<file path="config.mk">
export PLATFORM = sky130hd
export DESIGN_NAME = signal_formatter
export DESIGN_NICKNAME = d
export VERILOG_FILES = /design/src/rtl/signal_formatter_pkg.sv /design/src/rtl/signal_formatter_sync_ff.sv /design/src/rtl/signal_formatter.sv
export SDC_FILE = /design/constraint.sdc
export NUM_CORES = 1
export LEC_CHECK = 0
export BUFFER_PORTS_ARGS = -buffer_cell sky130_fd_sc_hd__buf_2
export CAP_MARGIN = 20
export CORE_AREA = 3 3 40 42
export CTS_CLUSTER_DIAMETER = 50
export DETAILED_ROUTE_END_ITERATION = 8
export DIE_AREA = 0 0 43 45
export GPL_ROUTABILITY_DRIVEN = 1
export PLACE_DENSITY = 0.57
export REMOVE_ABC_BUFFERS = 1
export SYNTH_ARGS = -nofsm -noshare
export SYNTH_HDL_FRONTEND = slang
export SYNTH_SLANG_ARGS = --single-unit
</file>
<file path="constraint.sdc">
create_clock -name clk -period 1.56 [get_ports clk]
set_input_delay 0.312 -clock clk [delete_from_list [all_inputs] [get_ports clk]]
set_output_delay 0.312 -clock clk [all_outputs]
set_load 0.05 [all_outputs]
</file>
<file path="src/rtl/signal_formatter_pkg.sv">
// Shared constants for the signal formatter: edge-select encodings and default sizing.
package signal_formatter_pkg;

  localparam int EDGE_RISE = 0;
  localparam int EDGE_FALL = 1;
  localparam int EDGE_BOTH = 2;

  localparam int SYNC_STAGES_DEFAULT = 2;
  localparam int FILTER_LEN_DEFAULT  = 8;

  // True when a transition to new_level should fire a pulse under the given edge mode.
  function automatic logic edge_selected(input int pulse_edge, input logic new_level);
    case (pulse_edge)
      EDGE_RISE: return new_level;
      EDGE_FALL: return !new_level;
      default:   return 1'b1;
    endcase
  endfunction

endpackage

</file>
<file path="src/rtl/signal_formatter_sync_ff.sv">
// N-stage synchroniser for one asynchronous bit, cleared by the active-low async reset.
module signal_formatter_sync_ff #(
  parameter int N = 2
) (
  input  logic clk,
  input  logic rst,
  input  logic d_i,
  output logic q_o
);

  logic [N-1:0] chain_q;

  generate
    if (N == 1) begin : g_single
      always_ff @(posedge clk or negedge rst) begin
        if (!rst) chain_q <= '0;
        else      chain_q <= d_i;
      end
    end else begin : g_chain
      always_ff @(posedge clk or negedge rst) begin
        if (!rst) chain_q <= '0;
        else      chain_q <= {chain_q[N-2:0], d_i};
      end
    end
  endgenerate

  assign q_o = chain_q[N-1];

endmodule

</file>
<file path="src/rtl/signal_formatter.sv">
// Resynchronises and deglitches an external timing signal; emits a clean level and
// a one-clock pulse on the selected edge(s) of that level.
module signal_formatter
  import signal_formatter_pkg::*;
#(
  parameter int SYNC_STAGES = SYNC_STAGES_DEFAULT,
  parameter int FILTER_LEN  = FILTER_LEN_DEFAULT,
  parameter int PULSE_EDGE  = EDGE_RISE
) (
  input  logic clk,
  input  logic rst,
  input  logic sig_in,
  output logic sync_pulse,
  output logic sig_out
);

  localparam logic [7:0] CNT_LAST = 8'(FILTER_LEN - 1);

  logic       s_q;
  logic [7:0] cnt_q, cnt_d;
  logic       sig_out_q, sig_out_d;
  logic       pulse_q, pulse_d;

  signal_formatter_sync_ff #(.N(SYNC_STAGES)) u_sync (
    .clk (clk),
    .rst (rst),
    .d_i (sig_in),
    .q_o (s_q)
  );

  // Pulse is computed alongside the level update so both register on the same edge.
  always_comb begin
    cnt_d     = cnt_q;
    sig_out_d = sig_out_q;
    pulse_d   = 1'b0;
    if (s_q == sig_out_q) begin
      cnt_d = '0;
    end else if (cnt_q == CNT_LAST) begin
      sig_out_d = s_q;
      cnt_d     = '0;
      pulse_d   = edge_selected(PULSE_EDGE, s_q);
    end else begin
      cnt_d = cnt_q + 8'd1;
    end
  end

  always_ff @(posedge clk or negedge rst) begin
    if (!rst) begin
      cnt_q     <= '0;
      sig_out_q <= 1'b0;
      pulse_q   <= 1'b0;
    end else begin
      cnt_q     <= cnt_d;
      sig_out_q <= sig_out_d;
      pulse_q   <= pulse_d;
    end
  end

  assign sig_out    = sig_out_q;
  assign sync_pulse = pulse_q;

endmodule

</file>
==> impl_metrics.toml, run 1 <==
[run_status]
outcome = "finished clean"

[logic_synthesis]
synth_async_sr_flop_share_pct = 100.0
synth_area_sq_um = 509.2
synth_cells = 44
yosys_warnings = 0
seq_area_frac_synth_pct = 58.97
synth_top_cell_by_area = "dfrtp_1"
yosysUniqueCellTypes = 18
synth_ff_type = "dfrtp_1"
ys_ff_latch = 12
yosysMostFrequentCell = "dfrtp_1"
yosys-top-cells-area = "dfrtp_1 (59%), nor2_1 (3.7%), or3_1 (3.7%)"
postSynthAreaPerCell_sq_um = 11.57
yosys-top-cells-count = "dfrtp_1 (12), nor2_1 (5)"
synth_top_area_share_pct = 58.97
synth-edff-count = 0

[worst_setup_path]
end_kind = "flop"
worstSetupPathType = "flop to flop"
reg2reg_slack_ns = 0.04
rr_endpoint = "sig_out"
critPathLaunchType = "flop"
critPathRequiredTime_ns = 1.71
rr_worst_depth = 3
crit_fanout = 2
reg2reg_from = "cnt_q[4]"
cp.arrival_ns = 1.67

[place]
io_buffers = 4
gp_congestion = 0.7328
dp.cells = 66

[drt]
wl_per_cell_um = 12.68
via_count = 354
vias_per_cell = 4.917
drc = 0
drt_pass1_iterations = 2
drt_iter0_drc = 3
postRouteAntennaNets = 0
wirelength_um = 913

[floorplanning]
io_pins = 5
dieWidth_um = 43
start_util_pct = 39.63
num_rows = 13
dieArea_sq_um = 1935
fp.dieH_um = 45
core_area_sq_um = 1285

[final_layout]
num_antenna_cells = 0
fin_nets = 62
seq_area_sq_um = 300.3
multi_input_area_sq_um = 205.2
fill_cells = 127
fin_cells = 72
drive_above_1_share_pct = 26.32
area_growth_pct = 22.60

[clock_tree]
worstSkewPairLatency_ns = 0.27
cts_tree = "yes"
path_clk_slew_ns = 0.07
clkSinkCount = 12
h-tree-depth = 1
cts_root_buf = "clkbuf_4"
cts_buffers = 3
cts_buffer_depth = 2

[worst_hold_path]
hold_depth = 1
hold_start = "sig_in"
hold_class = "input port to flop"
hold_path_end = "u_sync.chain_q[0]"

[timing]
clock_skew_ns = 0.003538
period_minus_slack_ns = 1.517
relSlewSlack_pct = 82.73
final-hold-violation-count = 0
grt_setup_unrepaired = "false"
timing.hold.ws_ns = 0.1502
fin_setup_tns_ns = 0
final_max_slew_viol_count = 0
max_freq_ghz = 0.6592
worst_slew_pin_slew_ns = 0.2591
period_share_pct = 97.24
setup_violations = 0

[global_route]
antenna_found_initial = 0
track_usage_pct = 12.69
grt_max_degree = 13
grt_pass1_vias = 390
grt_first_pass_wirelength_um = 1738
overflow = 0

[job]
drv_cap = 0

[power]
ir_drop_mv = 0.6819
p_leak_nw = 0.2947
pwr_density_cell_nw_per_um2 = 1350
cells by family after synthesis:
kind of cell,synth area share [%]
AND/OR/NAND/NOR,20.64
flip-flops,58.97
AO/OA/AOI/OAI,8.106
XOR/XNOR,6.881
buffers and inverters,0.7364
multiplexers,2.211
adder cells (fa/ha/maj),2.457
stage by stage:
stage | cell area [sq um] | setup slack, ns | total power [mW] | utilization, %
floorplan | 509.2 | 0.05286 | 0.5395 | -
global placement | 570.5 | 0.06160 | 0.6019 | 44.40
detailed placement | 570.5 | 0.01768 | 0.6093 | 44.40
CTS | 616.8 | 0.007900 | 0.8563 | 48.00
global route | 624.3 | 0.001319 | 0.9091 | 48.59
finish | 624.3 | 0.04299 | 0.8426 | 48.59
how the worst max path moves through the flow:
stage	from	endpoint	slack, ns	depth (start not counted)
global placement	cnt_q[6]	sig_out	0.06	3
finish	cnt_q[4]	sig_out	0.04	3
global route	cnt_q[4]	sig_out	0.001	3
CTS	cnt_q[6]	sig_out	0.008	3
detailed placement	cnt_q[6]	sig_out	0.02	3
floorplan	cnt_q[3]	sig_out	0.05	3
worst max-delay path, stage by stage, from the launching register on:
cell	delay [ns]
dfrtp_1	0.38
or4_4	0.56
nor2_4	0.12
mux2_1	0.33
what timing repair did:
action                                  CTS  global route
setup buffers                             0             1
endpoints found under the setup margin    0             1
hold buffers                              1             0
hold endpoints to repair                 12             0
gates resized for setup                   0             0
area by class of cell:
type	count	area share, %
timing repair buffer	9	9.619
sequential	12	48.10
clock buffer	4	5.812
inverter	1	0.6012
multi-input combinational	31	32.87
tap	15	3.006
cells in the final DEF, fill, tap and decap left out, drive strengths merged:
cell         netlist  routed
ha                 1       1
dlygate4sd3        0       1
dfrtp             12      12
nand2              2       2
buf                0       8
o21bai             1       1
nor2               6       6
xnor2              2       2
nand4              1       1
nand3              3       3
o21ai              3       3
xor2               2       2
or3                3       3
and3b              1       1
inv                1       1
mux2               1       1
a21oi              3       3
nand3b             1       1
clkbuf             0       4
or4                1       1
sequential cells by signal, indices dropped and copies added (netlist names):
name            count
u_sync.chain_q      2
sync_pulse          1
cnt_q               8
sig_out             1
metal layers:
layer	wire length (um)	part of all wire [%]	track usage (%)
met5	0	0	0
met4	21	2.3	9.036
met3	31	3.4	2.789
met2	471	52	20.96
met1	389	43	14.65
report_power, final:
group	internal (mW)	switching, mW
Combinational	0.0852	0.124
Sequential	0.355	0.0394
Clock	0.142	0.0971
Power figures use the tool's default switching activity.
==> run 2, diff against run 1 <==
GPL_TIMING_DRIVEN = 0   (was default)
==> run 2 against run 1 <==
Effect of this change: die area stayed put; via count is 3.1% lower; wire length decreased by 0.44%; clock skew fell by 0.0016 ns; final cell count fell by 5.6%; first-iteration DRC count rose by 67%; fmax grew 0.60%; power shrank 9.1%.
==> impl_metrics.toml, run 2 (synthesis gave the netlist of run 1 again) <==
[timing]
clock_skew_ns = 0.001906
final-hold-violation-count = 0
setup_violations = 0
timing.hold.ws_ns = 0.1503
max_freq_ghz = 0.6632
final_max_slew_viol_count = 0
relSlewSlack_pct = 76.22
grt_setup_unrepaired = "false"
fin_setup_tns_ns = 0
period_minus_slack_ns = 1.508
period_share_pct = 96.66
worst_slew_pin_slew_ns = 0.3542

[drt]
via_count = 343
wl_per_cell_um = 13.37
vias_per_cell = 5.044
wirelength_um = 909
drc = 0
drt_pass1_iterations = 3
drt_iter0_drc = 5
postRouteAntennaNets = 0

[clock_tree]
path_clk_slew_ns = 0.07
cts_tree = "yes"
clkSinkCount = 12
h-tree-depth = 1
cts_buffer_depth = 2
worstSkewPairLatency_ns = 0.26
cts_buffers = 3
cts_root_buf = "clkbuf_4"

[job]
drv_cap = 0

[final_layout]
num_antenna_cells = 0
largest_register_ffs = 8
layout_commonest_cell = "dfrtp_1"
fin_cells = 68
fin_nets = 59
largest_register = "cnt_q"
fin_area_sq_um = 589.3
drive_above_1_share_pct = 22.64
mostFrequentLayoutCells = "dfrtp_1 (11), nor2_1 (5), buf_2 (4)"
top_regs = "cnt_q x8, u_sync.chain_q x2"
area_growth_pct = 15.72

[floorplanning]
fp.dieH_um = 45
dieWidth_um = 43
core_area_sq_um = 1285
start_util_pct = 39.63
io_pins = 5
num_rows = 13
dieArea_sq_um = 1935

[worst_setup_path]
critPathRequiredTime_ns = 1.71
cp_slowest_cell = "or4_4"
crit_fanout = 2
slowest_delay_ns = 0.56
path_cells = "or4_4 > nor2_4 > mux2_1"
cp.arrival_ns = 1.66
rr_worst_depth = 3
worstSetupPathType = "flop to flop"
end_kind = "flop"
critPathLaunchType = "flop"

[place]
placed_area_sq_um = 548.0
dp.cells = 63
gp_congestion = 0.7385
io_buffers = 4

[global_route]
grtUsageMet3_pct = 3.586
antenna_found_initial = 0
track_usage_pct = 11.95
grt-busiest-layer = "met2"
overflow = 0
grt_pass1_vias = 364
use_met1_pct = 12.18
met2_usage_pct = 21.56
grt_max_degree = 13
grt_first_pass_wirelength_um = 1593

[worst_hold_path]
hold_class = "input port to flop"
hold_depth = 1

[power]
p_leak_nw = 0.2686
ir_drop_mv = 0.6279
pwr_density_cell_nw_per_um2 = 1300

[run_status]
outcome = "finished clean"
## run 2: cell types whose count changed in the layout (fill, tap and decap cells not counted)
cell / change
buf_4: -3
clkbuf_8: -1
dfrtp_1: -1
dfrtp_2: +1
## run 2: layout make-up
class / instances / area (sq um)
well taps: 15 / 18.77
repair buffers: 6 / 37.54
flip-flops and latches: 12 / 301.5
inverters: 1 / 3.754
multi-input cells: 31 / 205.2
fillers: 126 / 695.7
clock buffers: 3 / 22.52
## run 2: timing repair
action	CTS	global route
endpoints found under the hold margin	12	0
resized for setup	1	0
buffers inserted	1	0
pin swaps	0	2
hold buffers	1	0
setup endpoints to repair	1	1
## run 2: per-layer routing
metal / routed length, um / share of wire, %
met5: 0 / 0
met1: 372 / 41
met4: 6 / 0.66
met3: 40 / 4.4
met2: 490 / 54
## run 2: metrics by stage
step           power [mW]  setup WS [ns]  util, %
6_report           0.7660        0.05208    45.86
5_1_grt            0.8158        0.01031    45.86
4_1_cts            0.7728        0.01528    45.86
3_5_place_dp       0.5894      -0.006141    42.65
3_3_place_gp       0.5837        0.01600    42.65
2_1_floorplan      0.5395        0.05286        -
## run 2: path summary, 6_finish.rpt
path,slack (ns),from,endpoint
hold reg to reg,0.35,u_sync.chain_q[0],u_sync.chain_q[1]
setup / recovery,0.05,cnt_q[3],sig_out
max in group asynchronous,0.89,rst,cnt_q[3]
min in group asynchronous,0.45,rst,cnt_q[4]
setup reg to reg,0.05,cnt_q[3],sig_out
hold / removal,0.15,sig_in,u_sync.chain_q[0]
## run 2: where the power goes
group	leakage (nW)	switching (mW)	internal [mW]
registers	0.158	0.0357	0.356
logic	0.0963	0.123	0.0709
clock network	0.0138	0.0921	0.0891
## run 2: critical path, delay by kind of cell (launching register included)
family / cells / cell delay [ns]
AND/OR/NAND/NOR: 2 / 0.67
flip-flops: 1 / 0.41
multiplexers: 1 / 0.31
